### config.mk
export PLATFORM = sky130hd
export DESIGN_NAME = dmi_ctrl
export DESIGN_NICKNAME = d
export VERILOG_FILES = /design/src/rtl/dmi_ctrl.sv
export SDC_FILE = /design/constraint.sdc
export NUM_CORES = 1
export LEC_CHECK = 0
export ABC_AREA = 1
export CORE_AREA = 2 2 113 115
export DETAILED_ROUTE_END_ITERATION = 10
export DIE_AREA = 0 0 115 117
export HOLD_SLACK_MARGIN = 0.02
export PLACE_DENSITY = 0.57
export SKIP_CTS_REPAIR_TIMING = 1
export SYNTH_ARGS = -nofsm -noshare
export SYNTH_HDL_FRONTEND = slang
export SYNTH_SLANG_ARGS = --single-unit
### constraint.sdc
create_clock -name tclk -period 2.3 [get_ports tclk]
set_clock_uncertainty 0.1 [all_clocks]
set_input_delay 0.46 -clock tclk [delete_from_list [all_inputs] [get_ports tclk]]
set_output_delay 0.46 -clock tclk [all_outputs]
set_load 0.02 [all_outputs]
### src/rtl/dmi_ctrl.sv
// DMI transaction sequencer between dtm_jtag and the Debug Module register bus (tclk domain).
// Optional response timeout enabled by defining DMI_CTRL_TIMEOUT_EN.
module dmi_ctrl #(
  parameter int ABITS   = 7,
  parameter int TIMEOUT = 64
) (
  input  logic             tclk,
  input  logic             trst,
  input  logic             dmi_start,
  input  logic [1:0]       dmi_op,
  input  logic [ABITS-1:0] dmi_address,
  input  logic [31:0]      dmi_data_o,
  output logic [31:0]      dmi_data_i,
  output logic [1:0]       dmi_resp,
  output logic             dmi_finish,
  input  logic             dmi_reset,
  input  logic             dmi_hardreset,
  output logic             dm_req_valid,
  input  logic             dm_req_ready,
  output logic             dm_req_write,
  output logic [ABITS-1:0] dm_req_addr,
  output logic [31:0]      dm_req_wdata,
  input  logic             dm_rsp_valid,
  input  logic [31:0]      dm_rsp_rdata,
  input  logic             dm_rsp_error
);

  typedef enum logic [1:0] {IDLE, REQ, WAIT_RSP, DONE} state_t;

  state_t     state;
  logic [1:0] sticky;
  logic       overrun;
  logic       busy;
  logic [1:0] cmpl_resp;
  logic       tmo_hit;

`ifdef DMI_CTRL_TIMEOUT_EN
  localparam int CW = (TIMEOUT > 255) ? $clog2(TIMEOUT + 1) : 8;
  logic [CW-1:0] tmo_cnt;
  assign tmo_hit = (tmo_cnt == CW'(TIMEOUT - 1));
`else
  assign tmo_hit = 1'b0;
`endif

  // An overrun seen now or earlier in this op turns its completion into busy
  assign overrun   = dmi_start && (state != IDLE);
  assign busy      = overrun || (sticky == 2'd3);
  assign cmpl_resp = busy ? 2'd3 : (dm_rsp_error ? 2'd2 : 2'd0);

  always_ff @(posedge tclk or negedge trst) begin
    if (!trst) begin
      state        <= IDLE;
      sticky       <= 2'd0;
      dmi_data_i   <= 32'd0;
      dmi_resp     <= 2'd0;
      dmi_finish   <= 1'b0;
      dm_req_valid <= 1'b0;
      dm_req_write <= 1'b0;
      dm_req_addr  <= '0;
      dm_req_wdata <= 32'd0;
`ifdef DMI_CTRL_TIMEOUT_EN
      tmo_cnt      <= '0;
`endif
    end else if (dmi_hardreset) begin
      state        <= IDLE;
      sticky       <= 2'd0;
      dmi_resp     <= 2'd0;
      dmi_finish   <= 1'b0;
      dm_req_valid <= 1'b0;
    end else begin
      dmi_finish <= 1'b0;
      // Later assignments to sticky override the clear, so a set always wins
      if (dmi_reset) sticky <= 2'd0;
      if (overrun)   sticky <= 2'd3;
`ifdef DMI_CTRL_TIMEOUT_EN
      if (state == REQ || state == WAIT_RSP) tmo_cnt <= tmo_cnt + 1'b1;
`endif
      case (state)
        IDLE: begin
          if (dmi_start) begin
            if (sticky != 2'd0) begin
              state      <= DONE;
              dmi_finish <= 1'b1;
              dmi_resp   <= sticky;
            end else if (dmi_op == 2'd0) begin
              state      <= DONE;
              dmi_finish <= 1'b1;
              dmi_resp   <= 2'd0;
            end else if (dmi_op == 2'd3) begin
              state      <= DONE;
              dmi_finish <= 1'b1;
              dmi_resp   <= 2'd2;
              sticky     <= 2'd2;
            end else begin
              state        <= REQ;
              dm_req_valid <= 1'b1;
              dm_req_write <= (dmi_op == 2'd2);
              dm_req_addr  <= dmi_address;
              dm_req_wdata <= dmi_data_o;
`ifdef DMI_CTRL_TIMEOUT_EN
              tmo_cnt      <= '0;
`endif
            end
          end
        end
        REQ, WAIT_RSP: begin
          if ((state == REQ && dm_req_ready && dm_rsp_valid) ||
              (state == WAIT_RSP && dm_rsp_valid)) begin
            state        <= DONE;
            dm_req_valid <= 1'b0;
            dmi_finish   <= 1'b1;
            dmi_resp     <= cmpl_resp;
            if (!dm_req_write) dmi_data_i <= dm_rsp_rdata;
            if (cmpl_resp != 2'd0) sticky <= cmpl_resp;
          end else if (state == REQ && dm_req_ready) begin
            state        <= WAIT_RSP;
            dm_req_valid <= 1'b0;
          end else if (tmo_hit) begin
            state        <= DONE;
            dm_req_valid <= 1'b0;
            dmi_finish   <= 1'b1;
            dmi_resp     <= 2'd2;
            sticky       <= 2'd2;
          end
        end
        DONE: state <= IDLE;
        default: state <= IDLE;
      endcase
    end
  end

endmodule

After elaboration in Yosys (flattened, before gate mapping). Cells that the tools add are included.

Bits in registers: 80. Output and inout port bits: 76. Word-level logic and storage cells: 87.

Equal/unequal tests: 13. Multiplexer cells: 42. Bitwise gates (word level): 5. Reductions and logical operators: 18.

Operators with widths (count): $mux 2 (24); $ne 3x3->1 const B (5); $mux 1 (13); $reduce_and 6->1 (2); $eq 2x2->1 const B (5); $pmux 2 s2 (2); $reduce_and 4->1 (2); $pmux 2 s3 (1); $reduce_bool 2->1 (3); $ne 5x5->1 const B (1); $not 1->1 (5); $logic_and 1x1->1 (4); $logic_not 2->1 (2); $ne 4x4->1 const B (1); $pmux 1 s2 (2); $reduce_bool 3->1 (1); $eq 2x1->1 const B (1); $logic_or 1x1->1 (2); $reduce_and 2->1 (1); $reduce_or 2->1 (1).

Longest topological paths before layout. Gate-level depths: netlist (run 1).

Depth after elaboration: 9. Depth in mapped cells: 10.

Worst setup path after synthesis (run 1). No wires, ideal clock.

Path kind: register -> register. From: register state[0]. To: register dmi_data_i[6]. Setup time: 130 ps. Arrival: 1433 ps. Data required time: 2070 ps. Path slack: 637 ps. Stages on the path, launching flop included: 10. Path buffers: 2. Period minus slack after synthesis: 1663 ps. Cell sequence: dfrtp_1 inv_1 ha_1 buf_4 inv_2 nor2_4 nand3_4 buf_2 nand2_1 o21ai_0.

Cells in the longest elaborated chain, start to end: 5. Elaborated cells on any way between the ends: 8. Classes of those cells: eq/ne: 2; reduce/logical: 6.

Ends and longest elaborated chain: start, declared (RTL line 30) `state_t state;`; start signal, assigned (RTL line 52) `state <= IDLE;`; start signal, assigned (RTL line 65) `state <= IDLE;`; start signal, assigned (RTL line 82) `state <= DONE;`; $eq 2x1->1 (RTL line 78, 107); $logic_and 1x1->1 (2 in a row) (RTL line 107) `if ((state == REQ && dm_req_ready && dm_rsp_valid) ||`; $logic_or 1x1->1 (RTL line 107); $reduce_and 4->1 (no source line) *; end signal, assigned (RTL line 113) `if (!dm_req_write) dmi_data_i <= dm_rsp_rdata;`; end, declared (RTL line 13) `output logic [31:0] dmi_data_i,`.

Every way passes the cells marked *; elsewhere a longest branch is shown, timed or not. A chain may end at the register's enable or synchronous reset.

Final worst setup path (run 1).
From: register state[1]. To: register dmi_data_i[23].

Same word-level chain as after synthesis.

==> results of run 1 <==
cells in the mapped netlist:
library cell  number  area [um^2]
a21boi_0           1         7.51
a21oi_1            4         20.0
a22oi_1            1         7.51
buf_12             1         20.0
buf_2              4         20.0
buf_4              1         7.51
buf_6              4         45.0
clkbuf_1           4         15.0
clkbuf_2           5         25.0
dfrtp_1           80         2000
ha_1               8          100
inv_1             46          173
inv_2              3         11.3
nand2_1          136          510
nand2_2           12         75.1
nand3_1            9         45.0
nand3_2            2         20.0
nand3_4            2         35.0
nand4_1            2         12.5
nor2_1             5         18.8
nor2_4             3         33.8
nor2_8             1         20.0
o21ai_0           72          360
o21ai_1            7         35.0
report_power, final:
part	switching [mW]	internal [mW]	total, mW
clock network	0.588	0.847	1.43
registers	0.356	2.02	2.38
logic	1.80	1.53	3.33
stage by stage:
stage	util [%]	instances	cell area [um^2]
final	45.8	724	5640
after global routing	45.8	724	5640
after CTS	45.8	724	5640
after global placement	43.4	708	5340
after detailed placement	43.4	708	5340
after floorplan	-	413	3620
worst min path at each step:
stage          startpoint                            to  slack [ns]
6_report             trst  dm_req_wdata[26]$_DFFE_PN0P_      -0.004
5_1_grt              trst  dm_req_wdata[27]$_DFFE_PN0P_        0.04
4_1_cts              trst  dm_req_wdata[27]$_DFFE_PN0P_        0.01
3_5_place_dp         trst  dm_req_wdata[26]$_DFFE_PN0P_        0.38
3_3_place_gp         trst  dm_req_wdata[26]$_DFFE_PN0P_        0.37
2_1_floorplan        trst    dm_req_addr[0]$_DFFE_PN0P_        0.06
kinds of logic after synthesis:
family,after synthesis,synth area share (%)
compound gates,85,11.9
fa+ha+maj,8,2.77
buf+inv,68,8.75
flops,80,55.3
simple gates,172,21.3
worst register-to-register path: cells and delay by family (launching register included):
kind	cells	cell delay, ns
AOI/OAI and AO/OA	1	0.08
adders and majority gates	1	0.48
buffers and inverters	3	0.38
and+or+nand+nor	3	0.36
DFF	1	0.41
layout make-up:
cell class	count	area, um^2
fillers	1224	6670
flip-flops and latches	80	2000
repair buffers	164	1670
multi-input cells	265	1300
clock buffers	10	229
well taps	150	188
inverters	49	184
clock inverters	6	68.8
sequential cells by signal, indices dropped and copies added (netlist names):
signal / flops
sticky: 2
dm_req_write: 1
dm_req_addr: 7
state: 2
dmi_resp: 2
dm_req_wdata: 32
dm_req_valid: 1
dmi_data_i: 32
dmi_finish: 1
cell usage in the layout (no fill, tap or decap):
master and count:
a22oi_1 1, inv_6 1, nand3_4 2, bufinv_16 1, clkdlybuf4s50_1 155, nand2_1 136, clkinv_2 1, nand4_1 2
inv_2 3, nor2_4 3, o21ai_0 72, nand3_2 2, nor2_1 5, buf_12 4, nor2_8 1, a21oi_1 4
ha_1 8, clkbuf_16 9, a21boi_0 1, clkbuf_1 1, inv_1 46, dfrtp_1 80, clkinvlp_4 1, clkinv_4 2
nand3_1 9, buf_4 5, nand2_2 12, o21ai_1 7
metal layers:
metal | vias up | routed length (um) | GRT usage (%)
met5 | - | 0 | 0
met4 | 0 | 153 | 6.18
met3 | 11 | 568 | 3.04
met2 | 95 | 4790 | 23.9
met1 | 1479 | 4290 | 19.2
li1 | 1600 | - | -
==> summary.md, run 1 <==
| Metric | Value |
|---|---|
| I/O pin total | `157` |
| CTS H-tree lvls | `3` |
| Final Hold Vio Count | `5` |
| Port Buffers | `156` |
| Average instance area after synthesis | `8.76 um^2` |
| Final hold slack | `-0.00386 ns` |
| Residual DRC | `0` |
| CTS tree | `done` |
| Netlist cell types | `24` |
| Seq cells post-synth | `80` |
| Crit path depth | `8` |
| Antenna violations before repair | `0` |
| Worst Path Required | `2.41 ns` |
| R2r setup slk | `0.35 ns` |
| First-pass GRT wire length | `15300 um` |
| Fraction of layout cells with a size suffix above 1 | `8.19%` |
| ANT nets after route | `0` |
| Worst-Skew Late Latency | `0.33 ns` |
| DP HPWL | `7190 um` |
| Worst setup EP type | `flop` |
| Crit path launch type | `flop` |
| Number of global-route vias before repair | `3035` |
| Worst VDD drop | `0.533 mV` |
| RSZ-0062 raised after global routing | `no` |
| Gate Count Post-Synth | `413` |
| Crit path buffers/inverters | `3` |
| Syn. warnings | `0` |
| CTS root buf | `clkbuf_16` |
| Die width | `115 um` |
| Core area | `12300 um^2` |
| Average wire per standard cell | `13.5 um` |
| Pwr Total | `7.15 mW` |
| Leakage | `2.69 nW` |
| Layout Nets | `658` |
| Sequential area share after synthesis | `55.3%` |
| Clk sinks | `80` |
| Fmax | `513 MHz` |
| RePlAce Congestion | `0.757` |
| Wirelength, routed | `9800 um` |
| Crit-path max cell delay | `0.48 ns` |
| Die H | `117 um` |
| Fin crit period | `1.95 ns` |
| Initial drt markers | `136` |
| R2R depth | `8` |
| Status | `finished with violations` |
| Clock slew at reported path FFs | `0.06 ns` |
| Final Cycle Share | `84.8%` |
| CP Class | `reg -> reg` |
| Initial core utilization | `29.4%` |
| Delay-heaviest family, CP | `adder cells` |
| Final setup fails | `0` |
| Max-cap violation count | `0` |
| Clock buffer depth | `2` |
| Post-Syn Area | `3620 um^2` |
| Pre-CTS setup slack | `0.0825 ns` |
| Gr ovfl total | `0` |
| Total Routing Usage GR | `14.7%` |
| Post-synthesis net count | `502` |
| Crit-path slowest cell | `ha_1` |
| Critical path cell sequence | `inv_1 > ha_1 > inv_2 > nor2_4 > nand3_4 > buf_12 > nand2_1 > o21ai_0` |
| Crit Reg-Reg Endpoint | `dmi_data_i[23]$_DFFE_PN0P_` |
| Worst-Margin Slew | `0.514 ns` |
| Largest net degree at the start of global routing | `65` |
| Max-slew headroom | `65.7%` |
| Die area | `13500 um^2` |
| Power density over the cells | `1270 nW/um^2` |
| Setup TNS | `0 ns` |
| Hold Path Class | `in -> async` |
| Num CTS Buffers | `9` |
| Critical path arrival | `2.06 ns` |
| Worst setup margin | `0.350 ns` |
| Via-to-Cell Ratio | `4.40` |
| Area Growth Syn to Fin | `55.9%` |
| 1st-pass router iterations | `4` |
| Num rows | `41` |
| Final Max Tran Viols | `0` |
| CP max FO | `64` |
| Worst r2r src | `state[1]$_DFFE_PN0P_` |
| Vias | `3185` |
| Diodes inserted | `0` |
| CP startpoint | `state[1]$_DFFE_PN0P_` |
| Failing checks | `negative hold slack` |
| Worst setup path end | `dmi_data_i[23]$_DFFE_PN0P_` |
No activity file was read; power rests on OpenSTA's default activity.
==> inputs of run 2 (changes only) <==
==> constraint.sdc (replaced) <==
create_clock -name tclk -period 1.8 [get_ports tclk]
set_clock_uncertainty 0.1 [all_clocks]
set_input_delay 0.36 -clock tclk [delete_from_list [all_inputs] [get_ports tclk]]
set_output_delay 0.36 -clock tclk [all_outputs]
set_load 0.02 [all_outputs]
==> run 2 against run 1 <==
  * The run now ends clean
  * Critical endpoint is now dm_req_wdata[11]
  * Critical path type is now reg -> out
  * Worst setup slack got worse by 0.31 ns
  * Clock power increased by 47%
  * Sequential share of layout area decreased by 1.8 points
  * Register-to-register slack got worse by 0.25 ns
  * Largest power group unchanged
  * Die area unchanged
  * Power increased by 33%
  * Flip-flop and latch count unchanged
  * Combinational power increased by 32%
  * Via count increased by 1.9%
  * Sequential power increased by 27%
  * First-iteration DRC count decreased by 18%
==> summary.md, run 2 (synthesized netlist as in run 1, its figures left out) <==
| Metric | Value |
|---|---|
| Clk pwr share | `22.0% (was 20.1%)` |
| Internal power | `6.04 mW (was 4.40 mW)` |
| Fmax | `568 MHz` |
| Layout Nets | `679 (was 658)` |
| DP HPWL | `7140 um (was 7190 um)` |
| Worst-Skew Late Latency | `0.33 ns (about the same)` |
| DP Cell Count | `726 (was 708)` |
| Pre-CTS setup slack | `-0.285 ns (was 0.0825 ns)` |
| Largest net degree at the start of global routing | `81 (was 65)` |
| Leading registers by flop count | `dm_req_wdata x32, dmi_data_i x32, dm_req_addr x7 (unchanged)` |
| CTS root buf | `clkbuf_16 (unchanged)` |
| Via-to-Cell Ratio | `4.35 (was 4.40)` |
| Port Buffers | `156 (unchanged)` |
| CP Class | `reg -> out (was reg -> reg)` |
| Final Cycle Share | `97.8%` |
| Crit path buffers/inverters | `1 (was 3)` |
| Residual DRC | `0 (unchanged)` |
| R2r setup slk | `0.10 ns (was 0.35 ns)` |
| Delay-heaviest family, CP | `buffers and inverters (was adder cells)` |
| Fin util | `48.3% (was 45.8%)` |
| Power density over the cells | `1600 nW/um^2 (was 1270 nW/um^2)` |
| Area Growth Syn to Fin | `64.3% (was 55.9%)` |
| Post-Layout Inst Area | `5950 um^2 (was 5640 um^2)` |
| Most common cell after layout, fill and taps aside | `nand2_1 (was clkdlybuf4s50_1)` |
| Final Hold Vio Count | `0 (was 5)` |
| Gr ovfl total | `0 (unchanged)` |
| 1st-pass router iterations | `4 (unchanged)` |
| First-pass GRT wire length | `15500 um (was 15300 um)` |
| ANT nets after route | `0 (unchanged)` |
| Critical path arrival | `1.30 ns (was 2.06 ns)` |
| Core area | `12300 um^2 (unchanged)` |
| CP max FO | `2 (was 64)` |
| Number of global-route vias before repair | `3231 (was 3035)` |
| Crit-path max cell delay | `0.62 ns (was 0.48 ns)` |
| Critical path cell sequence | `clkdlybuf4s50_1 (was inv_1 > ha_1 > inv_2 > nor2_4 > nand3_4 > buf_12 > nand2_1 > o21ai_0)` |
| Hold Path Class | `reg -> reg (was in -> async)` |
| Die H | `117 um (unchanged)` |
| RePlAce Congestion | `0.813 (was 0.757)` |
| Initial drt markers | `112 (was 136)` |
| Final setup fails | `0 (unchanged)` |
| Worst setup EP type | `output pin (was flop)` |
| I/O pin total | `157 (unchanged)` |
| Final Max Tran Viols | `0 (unchanged)` |
| Worst Path Required | `1.34 ns (was 2.41 ns)` |
| Average wire per standard cell | `13.0 um (was 13.5 um)` |
| CTS H-tree lvls | `3 (unchanged)` |
| Fin crit period | `1.76 ns` |
| Num rows | `41 (unchanged)` |
| Final hold slack | `0.374 ns (was -0.00386 ns)` |
| Finished Layout Cells | `745 (was 724)` |
| CTS tree | `done (unchanged)` |
| Logic gate share of total power | `46.2% (was 46.6%)` |
| Sw frac | `36.6% (was 38.4%)` |
| Num CTS Buffers | `9 (unchanged)` |
| Die width | `115 um (unchanged)` |
| Reg power frac | `31.8% (was 33.3%)` |
| Worst-Margin Slew | `0.427 ns (was 0.514 ns)` |
| RSZ-0062 raised after global routing | `yes (was no)` |
| Most frequent cells in the layout | `nand2_1, clkdlybuf4s50_1, dfrtp_1, o21ai_0, inv_1 (was clkdlybuf4s50_1, nand2_1, dfrtp_1, o21ai_0, inv_1)` |
| Die area | `13500 um^2 (unchanged)` |
| Status | `finished clean (was finished with violations)` |
| Clock slew at reported path FFs | `0.06 ns (about the same)` |
| Total Routing Usage GR | `14.8% (was 14.7%)` |
| Leakage | `3.14 nW (was 2.69 nW)` |
| Clk sinks | `80 (unchanged)` |
| Max-cap violation count | `0 (unchanged)` |
| Crit-path slowest cell | `clkdlybuf4s50_1 (was ha_1)` |
| Worst VDD drop | `0.676 mV (was 0.533 mV)` |
| Max-slew headroom | `71.5% (was 65.7%)` |
| NetSw | `3.49 mW (was 2.74 mW)` |
| Worst setup margin | `0.0405 ns (was 0.350 ns)` |
| Clock buffer depth | `2 (unchanged)` |
| Initial core utilization | `29.4% (unchanged)` |
| DP Area | `5490 um^2 (was 5340 um^2)` |
| Fraction of layout cells with a size suffix above 1 | `11.9% (was 8.19%)` |
| Antenna violations before repair | `0 (unchanged)` |
| Vias | `3244 (was 3185)` |
| Wirelength, routed | `9700 um (was 9800 um)` |
| Crit path launch type | `flop (unchanged)` |
| Diodes inserted | `0 (unchanged)` |
run 2: cell count changes in the layout (fill, tap and decap cells not counted), sizes merged:
cell,delta
clkbuf,+1
clkdlybuf4s50,-24
bufinv,+2
dlymetal6s2s,+24
dlygate4sd3,+1
inv,-1
clkinvlp,-1
buf,+20
clkinv,-1
run 2: worst paths after layout:
path                                                    from                            to  cells past startpoint
worst max-delay path            dm_req_wdata[11]$_DFFE_PN0P_              dm_req_wdata[11]                      1
worst min-delay path                dm_req_valid$_DFFE_PN0P_      dm_req_valid$_DFFE_PN0P_                      2
worst max register to register          state[0]$_DFFE_PN0P_  dm_req_wdata[19]$_DFFE_PN0P_                      9
worst min register to register      dm_req_valid$_DFFE_PN0P_      dm_req_valid$_DFFE_PN0P_                      2
max in group asynchronous                               trst          state[1]$_DFFE_PN0P_                      3
min in group asynchronous                               trst  dm_req_wdata[22]$_DFFE_PN0P_                      3
run 2: per-stage QoR:
step	total power, mW	setup TNS [ns]
5_1_grt	10.2	-0.148
4_1_cts	9.65	-0.0318
3_5_place_dp	7.50	-14.80
6_report	9.53	0
2_1_floorplan	5.22	0
3_3_place_gp	7.44	-12.63
run 2: area by class of cell:
cell class / instances / area (um^2)
clock buffers: 11 / 243
multi-input cells: 265 / 1310
clock inverters: 5 / 104
flip-flops and latches: 80 / 2000
inverters: 49 / 184
fillers: 1198 / 6360
repair buffers: 185 / 1910
well taps: 150 / 188
run 2: routing by layer:
metal / global-route usage, % / vias to the layer above / share of wire, %
li1: - / 1648 / -
met1: 18.6 / 1488 / 44
met2: 24.7 / 94 / 48
met3: 3.55 / 14 / 6.0
met4: 5.62 / 0 / 1.6
met5: 0 / - / 0
run 2: tightest hold or removal path, delay by kind of cell (launching register included):
kind	cells	cell delay, ns
DFF	1	0.34
and+or+nand+nor	2	0.10
run 2: power by group through the flow:
stage	Combinational, mW	Clock, mW	Sequential (mW)
after global routing	4.80	2.24	3.14
after CTS	4.45	2.16	3.05
after floorplan	1.28	0	3.94
after detailed placement	4.43	0	3.07
final	4.40	2.10	3.03
after global placement	4.39	0	3.06
==> variant 1 (settings of run 1) <==
Make the reset (`trst`) synchronous in one clocked block.
--- a/src/rtl/dmi_ctrl.sv
+++ b/src/rtl/dmi_ctrl.sv
@@ -49,3 +49,3 @@
 
-  always_ff @(posedge tclk or negedge trst) begin
+  always_ff @(posedge tclk) begin
     if (!trst) begin
Function: differs if trst is asserted again (counterexample within 4 cycles, from zero or initial values and one cycle with trst low); with trst held inactive, the same outputs for 4 cycles.
==> variant 1 against run 1 <==
  * Synthesized area decreased by 8.1%
  * Fmax decreased by 4.8%
  * Synthesized cell count increased by 2.7%
  * Worst setup slack got worse by 0.098 ns
  * Critical path type is now in -> reg
  * Sequential cell count unchanged
  * Sequential share of layout area decreased by 5.2 points
  * Wire length increased by 1.1%
  * Highest routed layer unchanged
  * Cell area decreased by 6.4%
  * Via count increased by 4.2%
Power is not compared: it rests on default switching activity, and its combinational part moved more than twofold at a synthesized area within 25%.
==> variant 1: results (changes against run 1) <==
- M1 GR Usage: 17.90% (-1.3 points)
- Layout net count: 661 (+0.46%)
- Seq/total area: 30.32% (-5.2 points)
- Total GRT Usage: 14.72% (+0.015 points)
- Syn_nets: 512 (+2.0%)
- Warnings from Yosys: 0 (unchanged)
- Clk_lat worst skew: 0.33 ns (about the same)
- Post-synth top cells: nand2_1, dfxtp_1, nand3_1
- Vias per cell: 4.558 (+3.6%)
- Netlist cell types: 23 (-4.2%)
- Critical path's largest stage delay: 0.48 ns (about the same)
- Seq Cell Count: 80 (unchanged)
- Status: finished clean
- Async SR Flop Fraction: 0% (-100 points)
- Slowest CP cell: clkdlybuf4s50_1
- CP top delay family: buffers and inverters
- Register area share after synthesis: 48.14% (-7.2 points)
- Vias in the first global route: 3,237 (+6.7%)
- Drt wl/cell: 13.60 µm (+0.50%)
- Initial antenna violation count: 1 (+1)
- Placed Area: 5005 µm² (-6.3%)
- Synth top area cells: dfxtp_1, nand3_1, nand2_1
- GRT met2 Usage: 24.16% (+0.27 points)
- Worst VDD drop: between 0.0002 and 0.0003 V
- Worst Hold Class: reg -> reg
- Routability-driven placement congestion ratio: 0.8119 (+7.3%)
- # clk buffers: 12 (+2)
- Post-route cell area: 5281 µm² (-6.4%)
- Layout fillers: 1,231 (+0.57%)
- Iter 0 DRT Violations: 215 (+58%)
- Multi-input logic cell count: 298 (+12%)
- Non-clk buf share: 31.98% (+2.4 points)
- Worst slew pin tran: 0.6137 ns (+0.09949 ns)
- Pre-CTS setup slack: -0.1073 ns (-0.1898 ns)
- Crit Path Max Fanout: 40 (-38%)
- Routed met2 length: 4643 µm (-3.1%)
- Global Route met3 Usage: 4.377% (+1.3 points)
- Largest net degree at the start of global routing: 73 (+12%)
- First-pass GRT wire length: 15,480 µm (+0.99%)
- Wire length on met1: 4373 µm (+2.0%)
- Invs w/o clock: 16 (-67%)
- Clock Network Area Fraction: 5.188% (-0.090 points)
- Signal buffers: 168 (+2.4%)
- Post-detail-place hpwl: 6900 µm (-4.0%)
variant 1: changes by cell type in the layout (fill, tap and decap cells not counted), moves of 7 or more:
| cell | before | now |
|---|---|---|
| dfxtp_1 | 0 | 80 |
| nand2_1 | 136 | 102 |
| inv_1 | 46 | 14 |
| o21ai_1 | 7 | 0 |
| dfrtp_1 | 80 | 0 |
| nand3_1 | 9 | 79 |
| nor2_1 | 5 | 12 |
| o21ai_0 | 72 | 6 |
| a21oi_1 | 4 | 73 |
| nand2_2 | 12 | 2 |
variant 1: through the flow:
stage,util (%),cells
finish,42.90,728
global route,42.88,727
CTS,42.88,727
detailed placement,40.65,712
global placement,40.65,712
floorplan,-,424
variant 1: power by group through the flow:
stage                     Combinational (W)  Clock [W]  Sequential, W
final                              0.000622    0.00132        0.00146
after global routing               0.000684    0.00143        0.00146
after CTS                          0.000630    0.00137        0.00146
after detailed placement           0.000627          0        0.00149
after global placement             0.000620          0        0.00149
after floorplan                    0.000288          0        0.00154
variant 1: final timing paths:
kind / end / slack (ns) / cells after the start / from
worst max-delay path: dm_req_wdata[10]$_SDFFE_PN0P_ / 0.25 / 8 / dmi_op[0]
worst min-delay path: dm_req_wdata[25]$_SDFFE_PN0P_ / 0.36 / 2 / dm_req_wdata[25]$_SDFFE_PN0P_
worst max register to register: dmi_data_i[20]$_SDFFE_PN0P_ / 0.39 / 9 / state[1]$_SDFFE_PP0P_
worst min register to register: dm_req_wdata[25]$_SDFFE_PN0P_ / 0.36 / 2 / dm_req_wdata[25]$_SDFFE_PN0P_
variant 1: cells by family (layout without fill, tap and decap cells):
kind of cell	after synthesis	in the layout	synth area share, %
compound gates	86	86	13.69
fa+ha+maj	7	7	2.632
flops	80	80	48.14
other cells	0	1	0
buf+inv	46	199	7.936
simple gates	205	205	27.60
==> variant 2 (settings of run 1) <==
Without the edit above. Add a define of `DMI_CTRL_TIMEOUT_EN`.
--- a/src/rtl/dmi_ctrl.sv
+++ b/src/rtl/dmi_ctrl.sv
@@ -2,2 +2,4 @@
 // Optional response timeout enabled by defining DMI_CTRL_TIMEOUT_EN.
+`define DMI_CTRL_TIMEOUT_EN
+
 module dmi_ctrl #(
Function: no difference found for any inputs over 4 cycles, from zero or initial values and one cycle with trst low; that may be too few to reach the edited logic, so the function may still have changed.
==> variant 2 against run 1 <==
  * The run still ends with hold timing left
  * Power up 11%
  * Clock power fell by 7%
  * Wire length is 15% higher
  * Synthesized area up 14%
  * Sequential share of layout area rose by 0.46 points
  * Worst setup slack got worse by 0.078 ns
  * Sequential cell count rose by 8
  * Cell area grew 8.6%
  * Critical path type is now in -> reg
==> variant 2: results (changes against run 1) <==
- Status: complete, but fails checks
- Violated checks: hold timing
- Register area share after synthesis: 53.37% (-1.9 points)
- Largest regs: dm_req_wdata (32), dmi_data_i (32), tmo_cnt (8)
- Initial antenna violation count: 0 (unchanged)
- Root Buffer: clkbuf_16
- Post-Layout Cell Count: 804 (+11%)
- Worst slew pin tran: 0.4964 ns (-0.01786 ns)
- Adder-cell share of the synthesized area: 2.729% (-0.036 points)
- Avg Cell Area, Syn: 8.370 µm² (-4.5%)
- Placed Cells: 788 (+11%)
- Largest net degree at the start of global routing: 41 (-37%)
- Inserted Diodes: 0 (unchanged)
- Port Buffers: 156 (unchanged)
- Async SR Flop Fraction: 100.0% (unchanged)
- Crit Path Max Fanout: 40 (-38%)
- TritonCTS buffer count: 9 (unchanged)
- Pre-CTS setup slack: -0.07874 ns (-0.1612 ns)
- Global Route met3 Usage: 3.347% (+0.31 points)
- RR Startpoint: state[0]$_DFFE_PN0P_
- GRT met2 Usage: 26.27% (+2.4 points)
- Syn_nets: 583 (+16%)
- M1 GR Usage: 23.29% (+4.1 points)
- Total GRT Usage: 16.57% (+1.9 points)
- Routability-driven placement congestion ratio: 0.8690 (+15%)
- WL final: 11,310 µm (+15%)
- Worst Path Arrival: 2.14 ns (+0.08 ns)
- Post-synthesis xor/xnor area fraction: 0% (unchanged)
- Worst Hold Class: in -> async
- Hold Slack: -0.009280 ns (-0.005425 ns)
- First-pass GRT wire length: 17,820 µm (+16%)
- Share of cells above drive strength 1: 7.339% (-0.85 points)
- Synth top area cells: dfrtp_1, nand2_1, nand3_1
- Final hold vios: 9 (+4)
- Warnings from Yosys: 0 (unchanged)
- Portion of netlist area occupied by mux cells: 0% (unchanged)
- Netlist cell types: 30 (+25%)
- Number of H-tree levels: 3 (unchanged)
- Post-synth top cells: nand2_1, dfrtp_1, nand3_1
- Vias: 3,764 (+18%)
- Clock Tree Buf Depth: 2 (unchanged)
- Layout fillers: 1,206 (-1.5%)
- Post-detail-place hpwl: 8307 µm (+16%)
- Leakage: 3.044 nW (+13%)
- Pre-antenna DRT Iters: 4 (unchanged)
- Iter 0 DRT Violations: 297 (+120%)
- Worst VDD drop: 0.0005016 V (-6.0%)
- Critical path origin: dmi_op[1]
- CTS clk-pin slew, worst paths: 0.06 ns (about the same)
- Clk_lat worst skew: 0.33 ns (about the same)
- Post-synthesis compound-gate area fraction: 2.638% (-9.3 points)
- Layout net count: 739 (+12%)
- Vias in the first global route: 3,529 (+16%)
==> variant 2: changes by cell type in the layout (fill, tap and decap cells not counted), sizes merged, moves of 8 or more <==
cell	before	now
o21ai	79	9
dfrtp	80	88
inv	50	25
nand3	13	85
nor2	9	26
nand2	148	207
==> variant 2: report_power, final <==
group,switching (W),internal (W),leakage [nW]
Sequential,0.000407,0.00223,1.11
Clock,0.000603,0.000731,0.132
Combinational,0.00223,0.00173,1.80
==> variant 2: path summary, 6_finish.rpt <==
path	end	slack, ns	depth (start not counted)
max	dm_req_wdata[28]$_DFFE_PN0P_	0.27	8
min	dm_req_wdata[9]$_DFFE_PN0P_	-0.009	1
max reg2reg	dm_req_wdata[28]$_DFFE_PN0P_	0.37	7
min reg2reg	dm_req_wdata[4]$_DFFE_PN0P_	0.37	2
max in group asynchronous	dm_req_wdata[29]$_DFFE_PN0P_	1.55	2
min in group tclk	dm_req_wdata[4]$_DFFE_PN0P_	0.37	2
==> variant 2: through the flow <==
step | utilization (%) | cell area [µm²]
5_1_grt | 49.77 | 6127
3_5_place_dp | 47.55 | 5854
2_1_floorplan | - | 4126
3_3_place_gp | 47.55 | 5854
4_1_cts | 49.77 | 6127
6_report | 49.77 | 6127
==> variant 2: cell families after synthesis <==
| logic type | count (synthesis) |
|---|---|
| compound gates | 20 |
| simple gates | 328 |
| buf+inv | 48 |
| fa+ha+maj | 9 |
| flops | 88 |
==> variant 2: per-layer routing <==
layer / vias to the layer above / wire length [µm]
li1: 1889 / -
met1: 1772 / 5199
met2: 99 / 5429
met3: 4 / 592
met4: 0 / 89
met5: - / 0
==> variant 2: worst max-delay path, cell delays in order <==
cell and delay [ns]:
clkdlybuf4s50_1 0.51, inv_1 0.05, ha_1 0.29, nand2_1 0.15, nor2_8 0.18, nand2_4 0.27, nand2_1 0.15, nand2_1 0.06
==> variant 2: final cells by class <==
cell class	instances	area (µm²)	area share, %
inverters	24	95.09	1.552
clock inverters	7	47.55	0.7760
multi-input cells	357	1680	27.42
repair buffers	169	1689	27.57
clock buffers	9	225.2	3.676
flip-flops and latches	88	2202	35.94
well taps	150	187.7	3.063
